<file path="config.mk">
export PLATFORM = sky130hd
export DESIGN_NAME = npc_ctrl
export DESIGN_NICKNAME = d
export VERILOG_FILES = /design/src/rtl/npc_ctrl.sv
export SDC_FILE = /design/constraint.sdc
export NUM_CORES = 1
export LEC_CHECK = 0
export BUFFER_PORTS_ARGS = -buffer_cell sky130_fd_sc_hd__buf_4
export CAP_MARGIN = 20
export CELL_PAD_IN_SITES_DETAIL_PLACEMENT = 1
export CELL_PAD_IN_SITES_GLOBAL_PLACEMENT = 1
export CORE_AREA = 2 2 150 152
export DETAILED_ROUTE_END_ITERATION = 8
export DIE_AREA = 0 0 152 154
export HOLD_SLACK_MARGIN = 0.1
export MAX_ROUTING_LAYER = met4
export PLACE_DENSITY_LB_ADDON = 0.1
export SYNTH_ARGS = -nofsm -noshare
export SYNTH_HDL_FRONTEND = slang
export SYNTH_SLANG_ARGS = --single-unit
</file>
<file path="constraint.sdc">
create_clock -name clk -period 3.95 [get_ports clk]
set_clock_uncertainty 0.05 [all_clocks]
set_input_delay 0 -clock clk [delete_from_list [all_inputs] [get_ports clk]]
set_output_delay 0 -clock clk [all_outputs]
set_load 0.005 [all_outputs]
</file>
<file path="src/rtl/npc_ctrl.sv">
// Next-PC controller: decodes MIPS control-flow ops and steers the fetch PC.
// Taken control flow can be deferred by one architectural delay slot.
module npc_ctrl #(
    parameter logic [31:0] RESET_PC   = 32'h0000_3000,
    parameter int unsigned DELAY_SLOT = 1
) (
    input  logic        clk,
    input  logic        reset,
    input  logic [31:0] pc,
    input  logic [31:0] instr,
    input  logic [31:0] rs_val,
    input  logic [31:0] rt_val,
    input  logic        stall,
    output logic [31:0] npc,
    output logic [31:0] link_addr,
    output logic        redirect,
    output logic        slot_err,
    output logic [31:0] fetch_cnt
);

    typedef enum logic [0:0] {StSeq, StSlot} state_e;

    state_e      state_q, state_d;
    logic [31:0] tgt_q, tgt_d;
    logic        err_q, err_d;
    logic [31:0] cnt_q, cnt_d;

    logic [5:0]  op;
    logic [5:0]  funct;
    logic        is_beq, is_bne, is_j, is_jal, is_jr, is_jalr;
    logic        is_ctrl, taken;
    logic [31:0] pc_plus4, br_tgt, j_tgt, target;

    assign op    = instr[31:26];
    assign funct = instr[5:0];

    assign is_beq  = (op == 6'b000100);
    assign is_bne  = (op == 6'b000101);
    assign is_j    = (op == 6'b000010);
    assign is_jal  = (op == 6'b000011);
    assign is_jr   = (op == 6'b000000) && (funct == 6'b001000);
    assign is_jalr = (op == 6'b000000) && (funct == 6'b001001);
    assign is_ctrl = is_beq | is_bne | is_j | is_jal | is_jr | is_jalr;

    assign taken = (is_beq & (rs_val == rt_val)) | (is_bne & (rs_val != rt_val)) |
                   is_j | is_jal | is_jr | is_jalr;

    assign pc_plus4 = pc + 32'd4;
    assign br_tgt   = pc_plus4 + {{14{instr[15]}}, instr[15:0], 2'b00};
    assign j_tgt    = {pc_plus4[31:28], instr[25:0], 2'b00};

    always_comb begin
        target = rs_val;
        if (is_beq || is_bne) begin
            target = br_tgt;
        end else if (is_j || is_jal) begin
            target = j_tgt;
        end
    end

    // Return address skips the delay-slot instruction when one exists.
    assign link_addr = (DELAY_SLOT != 0) ? pc + 32'd8 : pc_plus4;

    always_comb begin
        state_d  = state_q;
        tgt_d    = tgt_q;
        err_d    = err_q;
        cnt_d    = cnt_q;
        npc      = pc_plus4;
        redirect = 1'b0;
        if (!reset) begin
            npc = RESET_PC;
        end else if (stall) begin
            npc = pc;
        end else begin
            cnt_d = cnt_q + 32'd1;
            if (DELAY_SLOT != 0) begin
                unique case (state_q)
                    StSeq: begin
                        if (taken) begin
                            tgt_d   = target;
                            state_d = StSlot;
                        end
                    end
                    StSlot: begin
                        // Control ops in the slot are ignored apart from flagging the error.
                        npc      = tgt_q;
                        redirect = 1'b1;
                        state_d  = StSeq;
                        if (is_ctrl) begin
                            err_d = 1'b1;
                        end
                    end
                endcase
            end else if (taken) begin
                npc      = target;
                redirect = 1'b1;
            end
        end
    end

    always_ff @(posedge clk) begin
        if (!reset) begin
            state_q <= StSeq;
            tgt_q   <= 32'd0;
            err_q   <= 1'b0;
            cnt_q   <= 32'd0;
        end else begin
            state_q <= state_d;
            tgt_q   <= tgt_d;
            err_q   <= err_d;
            cnt_q   <= cnt_d;
        end
    end

    assign slot_err  = err_q;
    assign fetch_cnt = cnt_q;

endmodule
</file>
Word level (Yosys, flattened, before mapping)
Cells that the tools add are included.
Widths: inputs -> output; s select.
{"block": "classes", "add_sub_neg": 4, "n_eq_ne": 8, "muxes": 10, "n_bitwise": 14, "reduce_logical": 7}
{"cell": "$mux 32", "n": 5}
{"cell": "$add 32x1->32 const B", "n": 1}
{"cell": "$add 32x3->32 const B", "n": 1}
{"cell": "$add 32x32->32", "n": 1}
{"cell": "$add 32x4->32 const B", "n": 1}
{"cell": "$eq 32x32->1", "n": 1}
{"cell": "$ne 32x32->1", "n": 1}
{"cell": "$eq 6x2->1 const B", "n": 2}
{"cell": "$eq 6x3->1 const B", "n": 2}
{"cell": "$eq 6x4->1 const B", "n": 2}
{"cell": "$or 1x1->1", "n": 10}
{"cell": "$logic_not 6->1", "n": 1}
{"cell": "$reduce_and 3->1", "n": 2}
{"cell": "$mux 1", "n": 4}
{"cell": "$and 1x1->1", "n": 2}
{"cell": "$logic_and 1x1->1", "n": 2}
{"cell": "$logic_or 1x1->1", "n": 2}
{"cell": "$not 1->1", "n": 2}
{"cell": "$pmux 1 s2", "n": 1}
{"block": "totals", "ff_bits": 66, "in_bits": 131, "output_inout_bits": 98, "elab_cells": 47}

Logic depth before layout (Yosys ltp)
{"block": "depth", "ltp_word": 9, "ltp_mapped": 17, "ltp_nobuf": 16}

Least setup slack after synthesis
OpenSTA, ideal clock, no wires.
{"block": "synth_path", "path_type": "input to register", "startpoint": "in pc[9]", "endpoint": "reg tgt_q[31]", "arrival_ns": 3.280, "slack_ns": 0.560, "stages": 17, "path_buffers": 2, "cell_sequence": "buf_2 nand4_4 nor3_4 nand3_1 nor2_1 nand3_1 xnor2_1 ha_1 clkbuf_1 a21oi_1 o21ai_0 a21o_1 a2111oi_0 o21bai_1 or3_1 a21oi_1 o221a_1"}
{"block": "synth_via", "elab_chain_cells": 3, "elab_cells_between_ends": 4, "classes_between": "2 x add/sub; 2 x mux"}
{"element": "start: declaration", "line": "9", "text": "input logic [31:0] pc,"}
{"element": "$add 32x3->32 *", "line": "48", "text": "assign pc_plus4 = pc + 32'd4;"}
{"element": "$add 32x32->32 or $mux 32 (tied branches)", "line": "49, 56"}
{"element": "$mux 32 *", "line": "54", "text": "if (is_beq || is_bne) begin"}
{"element": "end signal: assignment", "line": "110", "text": "tgt_q <= tgt_d;"}
{"element": "end: declaration", "line": "24", "text": "logic [31:0] tgt_q, tgt_d;"}
Mark *: on every way between the ends. The rest lies on a longest branch, timed or not.
A chain may end at the register's enable or synchronous reset.

Worst setup path in the final report
{"block": "layout_path", "startpoint": "in pc[2]", "endpoint": "reg tgt_q[31]"}
Same word-level chain as after synthesis.

==> insert_results.sql <==
INSERT INTO impl_metrics (metric_group, metric, value, unit) VALUES
('synthesis', 'seq_area_frac_synth', '17.7', '%'),
('status', 'status', 'completed', ''),
('grt', 'antenna_found_initial', '0', ''),
('clock_tree', 'clockBufferDepth', '2', ''),
('setup_path', 'reg2reg_depth', '8', ''),
('final_layout', 'fillers', '2776', ''),
('sta', 'setup_tns', '0', 'ns'),
('setup_path', 'worst_ep_arrival_time', '3.58', 'ns'),
('synthesis', 'ranking_of_synthesized_cells_by_instance_count', 'nand2_1, xor2_1, xnor2_1', ''),
('floorplanning', 'die_w', '152', 'um'),
('sta', 'final-setup-viol-count', '0', ''),
('synthesis', 'synth.largest_area_cell', 'dfxtp_1', ''),
('synthesis', 'synth-edff-count', '0', ''),
('synthesis', 'post-synth-top-area-fraction', '17.7', '%'),
('power', 'total_power_consumption_of_the_routed_design', '0.00229', 'W'),
('clock_tree', 'cts_made_buffers', '9', ''),
('synthesis', 'synthCells', '1037', ''),
('sta', 'period_minus_slack', '3.34', 'ns'),
('power', 'switching_part_of_the_total_power', '32.5', '%'),
('sta', 'finalHoldViolations', '0', ''),
('final_layout', 'antenna_cells_inserted', '0', ''),
('power', 'cellInternalPower', '0.00155', 'W'),
('place', 'dp_hpwl', '23700', 'um'),
('floorplanning', 'io-pin-count', '229', ''),
('final_layout', 'post-route-cell-area', '9810', 'um^2'),
('synthesis', 'yosys_register_bits', '66', ''),
('floorplanning', 'floorplan.die_area', '23400', 'um^2'),
('sta', 'whs', '0.113', 'ns'),
('synthesis', 'avgSynthCellArea', '7.20', 'um^2'),
('floorplanning', 'core', '21700', 'um^2'),
('clock_tree', 'cts.reportedPaths.clkPinSlew', '0.06', 'ns'),
('flow_run', 'cap_violations', '0', ''),
('final_layout', 'design.final.nets', '1408', ''),
('hold_path', 'hold_path_depth', '5', ''),
('setup_path', 'timing.reg2reg.setup_slack', '1.42', 'ns'),
('grt', 'maximum_number_of_pins_on_one_net_before_global_route_repair', '77', ''),
('route', 'drt_pre_antenna_iters', '4', ''),
('power', 'p_leak', '4.32', 'nW'),
('synthesis', 'post-synth-top-count-cell', 'nand2_1', ''),
('grt', 'grt-ovfl-total', '0', ''),
('synthesis', 'synth.cell_area', '7460', 'um^2'),
('setup_path', 'critPathMaxFanout', '16', ''),
('synthesis', 'synthFlopType', 'dfxtp_1', ''),
('place', 'dpl-instance-area', '9350', 'um^2'),
('grt', 'grt_pass1_wl', '46700', 'um'),
('hold_path', 'min_path_type', 'primary input to flop', ''),
('setup_path', 'timing_worst_setup_path_type', 'primary input to flop', ''),
('setup_path', 'worst_r2r_startpoint', 'state_q', ''),
('synthesis', 'syn-num-nets', '1207', ''),
('sta', 'rsz_0062_raised_after_global_routing', 'false', ''),
('setup_path', 'end_kind', 'flop', ''),
('hold_path', 'hold_start', 'rs_val[26]', ''),
('setup_path', 'rr_endpoint', 'tgt_q[0]', ''),
('power', 'power_switching', '0.000745', 'W'),
('route', 'initialDrtViolationCount', '481', ''),
('synthesis', 'synth-async-reset-ratio', '0', '%'),
('route', 'route.vias.total', '8259', ''),
('route', 'routed_wirelength', '29500', 'um'),
('route', 'wl_per_cell', '19.4', 'um'),
('synthesis', 'synth_top_cells_by_area', 'dfxtp_1, xor2_1, xnor2_1', ''),
('sta', 'headroom_to_the_max_slew_limit', '48.4', '%'),
('power', 'seqPwrFrac', '29.7', '%'),
('power', 'comb_power_share', '34.0', '%'),
('place', 'dp_worst_setup_slack', '0.288', 'ns'),
('power', 'power_frac_clock', '36.3', '%'),
('floorplanning', 'placement_rows', '54', ''),
('floorplanning', 'floorplan.initialDensity', '34.4', '%'),
('sta', 'maxClockFrequency', '299', 'MHz'),
('place', 'gp_routability_congestion', '0.914', ''),
('place', 'port_buffers', '228', ''),
('grt', 'grt.total_usage', '25.4', '%');
-- flip-flops by register name, summed over array words and instances (netlist names) --
register and count:
slot_err 1, fetch_cnt 32, state_q 1, tgt_q 32
-- cell usage in the layout, fill, tap and decap left out, types with 3 or more instances in the layout --
cell,n
a31o_2,3
a31oi_1,19
o21bai_1,4
dlygate4sd3_1,16
ha_1,38
nand4_4,3
nand3b_1,3
mux2i_1,29
nor4_1,13
o211ai_1,13
xnor2_1,67
nand2b_1,6
and4_1,4
nor2_1,56
o21ai_0,61
nand4_1,26
a221oi_1,3
a21boi_0,12
o2111ai_1,4
nor3_1,25
clkbuf_16,9
or2_2,5
buf_4,249
o22ai_1,8
xor2_1,69
nor2b_1,16
nand2_1,149
nand3_1,53
and2_1,53
dfxtp_1,66
and3_1,8
a21o_1,15
a211oi_1,4
inv_1,20
a21oi_1,60
o211a_1,5
or3_1,10
-- how the worst max path moves through the flow --
stage,from,end,slack [ns],cells after the start
final,pc[2],tgt_q[31],0.61,17
after global placement,pc[2],tgt_q[31],0.36,17
after CTS,pc[2],tgt_q[31],0.63,17
after detailed placement,pc[2],tgt_q[31],0.29,17
after global routing,pc[2],tgt_q[31],0.38,17
after floorplan,pc[9],tgt_q[31],0.56,17
-- stage by stage --
step | cells | utilization, %
finish | 1523 | 45.2
global route | 1523 | 45.2
CTS | 1523 | 45.2
detailed placement | 1491 | 43.1
global placement | 1491 | 43.1
floorplan | 1037 | -
-- worst max-delay path: stages --
cell and delay (ns):
buf_4 0.20, ha_1 0.20, inv_1 0.09, nor3_4 0.23, nand3_1 0.15, buf_4 0.18, nor2_1 0.11, xor2_1 0.30
ha_1 0.35, a21oi_1 0.24, o21ai_0 0.18, a221oi_1 0.34, or2_2 0.21, a211oi_1 0.08, or3_1 0.37, a21oi_1 0.15
o221a_1 0.20
-- cell families (layout without fill, tap and decap cells) --
family / count (synthesis) / after routing / share of synthesized area (%)
flops: 66 / 66 / 17.7
compound gates: 230 / 230 / 19.5
xor+xnor: 136 / 136 / 16.0
simple gates: 441 / 441 / 30.4
mux: 29 / 29 / 3.89
fa+ha+maj: 39 / 39 / 6.64
buf+inv: 96 / 302 / 5.95
-- final cells by class --
cell class | instances | share of cell area, %
clock inverter | 4 | 0.510
tap | 280 | 3.57
inverter | 20 | 0.765
multi-input combinational | 875 | 58.2
timing repair buffer | 266 | 20.9
sequential | 66 | 13.5
clock buffer | 12 | 2.61
-- power by group through the flow --
stage	Combinational, W	Sequential [W]	Clock, W
after global placement	0.000754	0.000694	0
after detailed placement	0.000762	0.000694	0
after CTS	0.000779	0.000680	0.000857
after floorplan	0.000438	0.000692	0
after global routing	0.000854	0.000680	0.000874
final	0.000781	0.000680	0.000832
-- repair_timing --
item	CTS	global route
buffers inserted	0	0
hold buffers	16	0
hold endpoints to repair	10	0
-- metal layers --
layer,global-route usage (%),vias up,wire (um)
li1,-,4046,-
met1,35.8,3949,14800
met2,40.3,241,13300
met3,1.52,23,1130
met4,5.21,0,334
met5,-,-,0
Power figures use the tool's default switching activity.
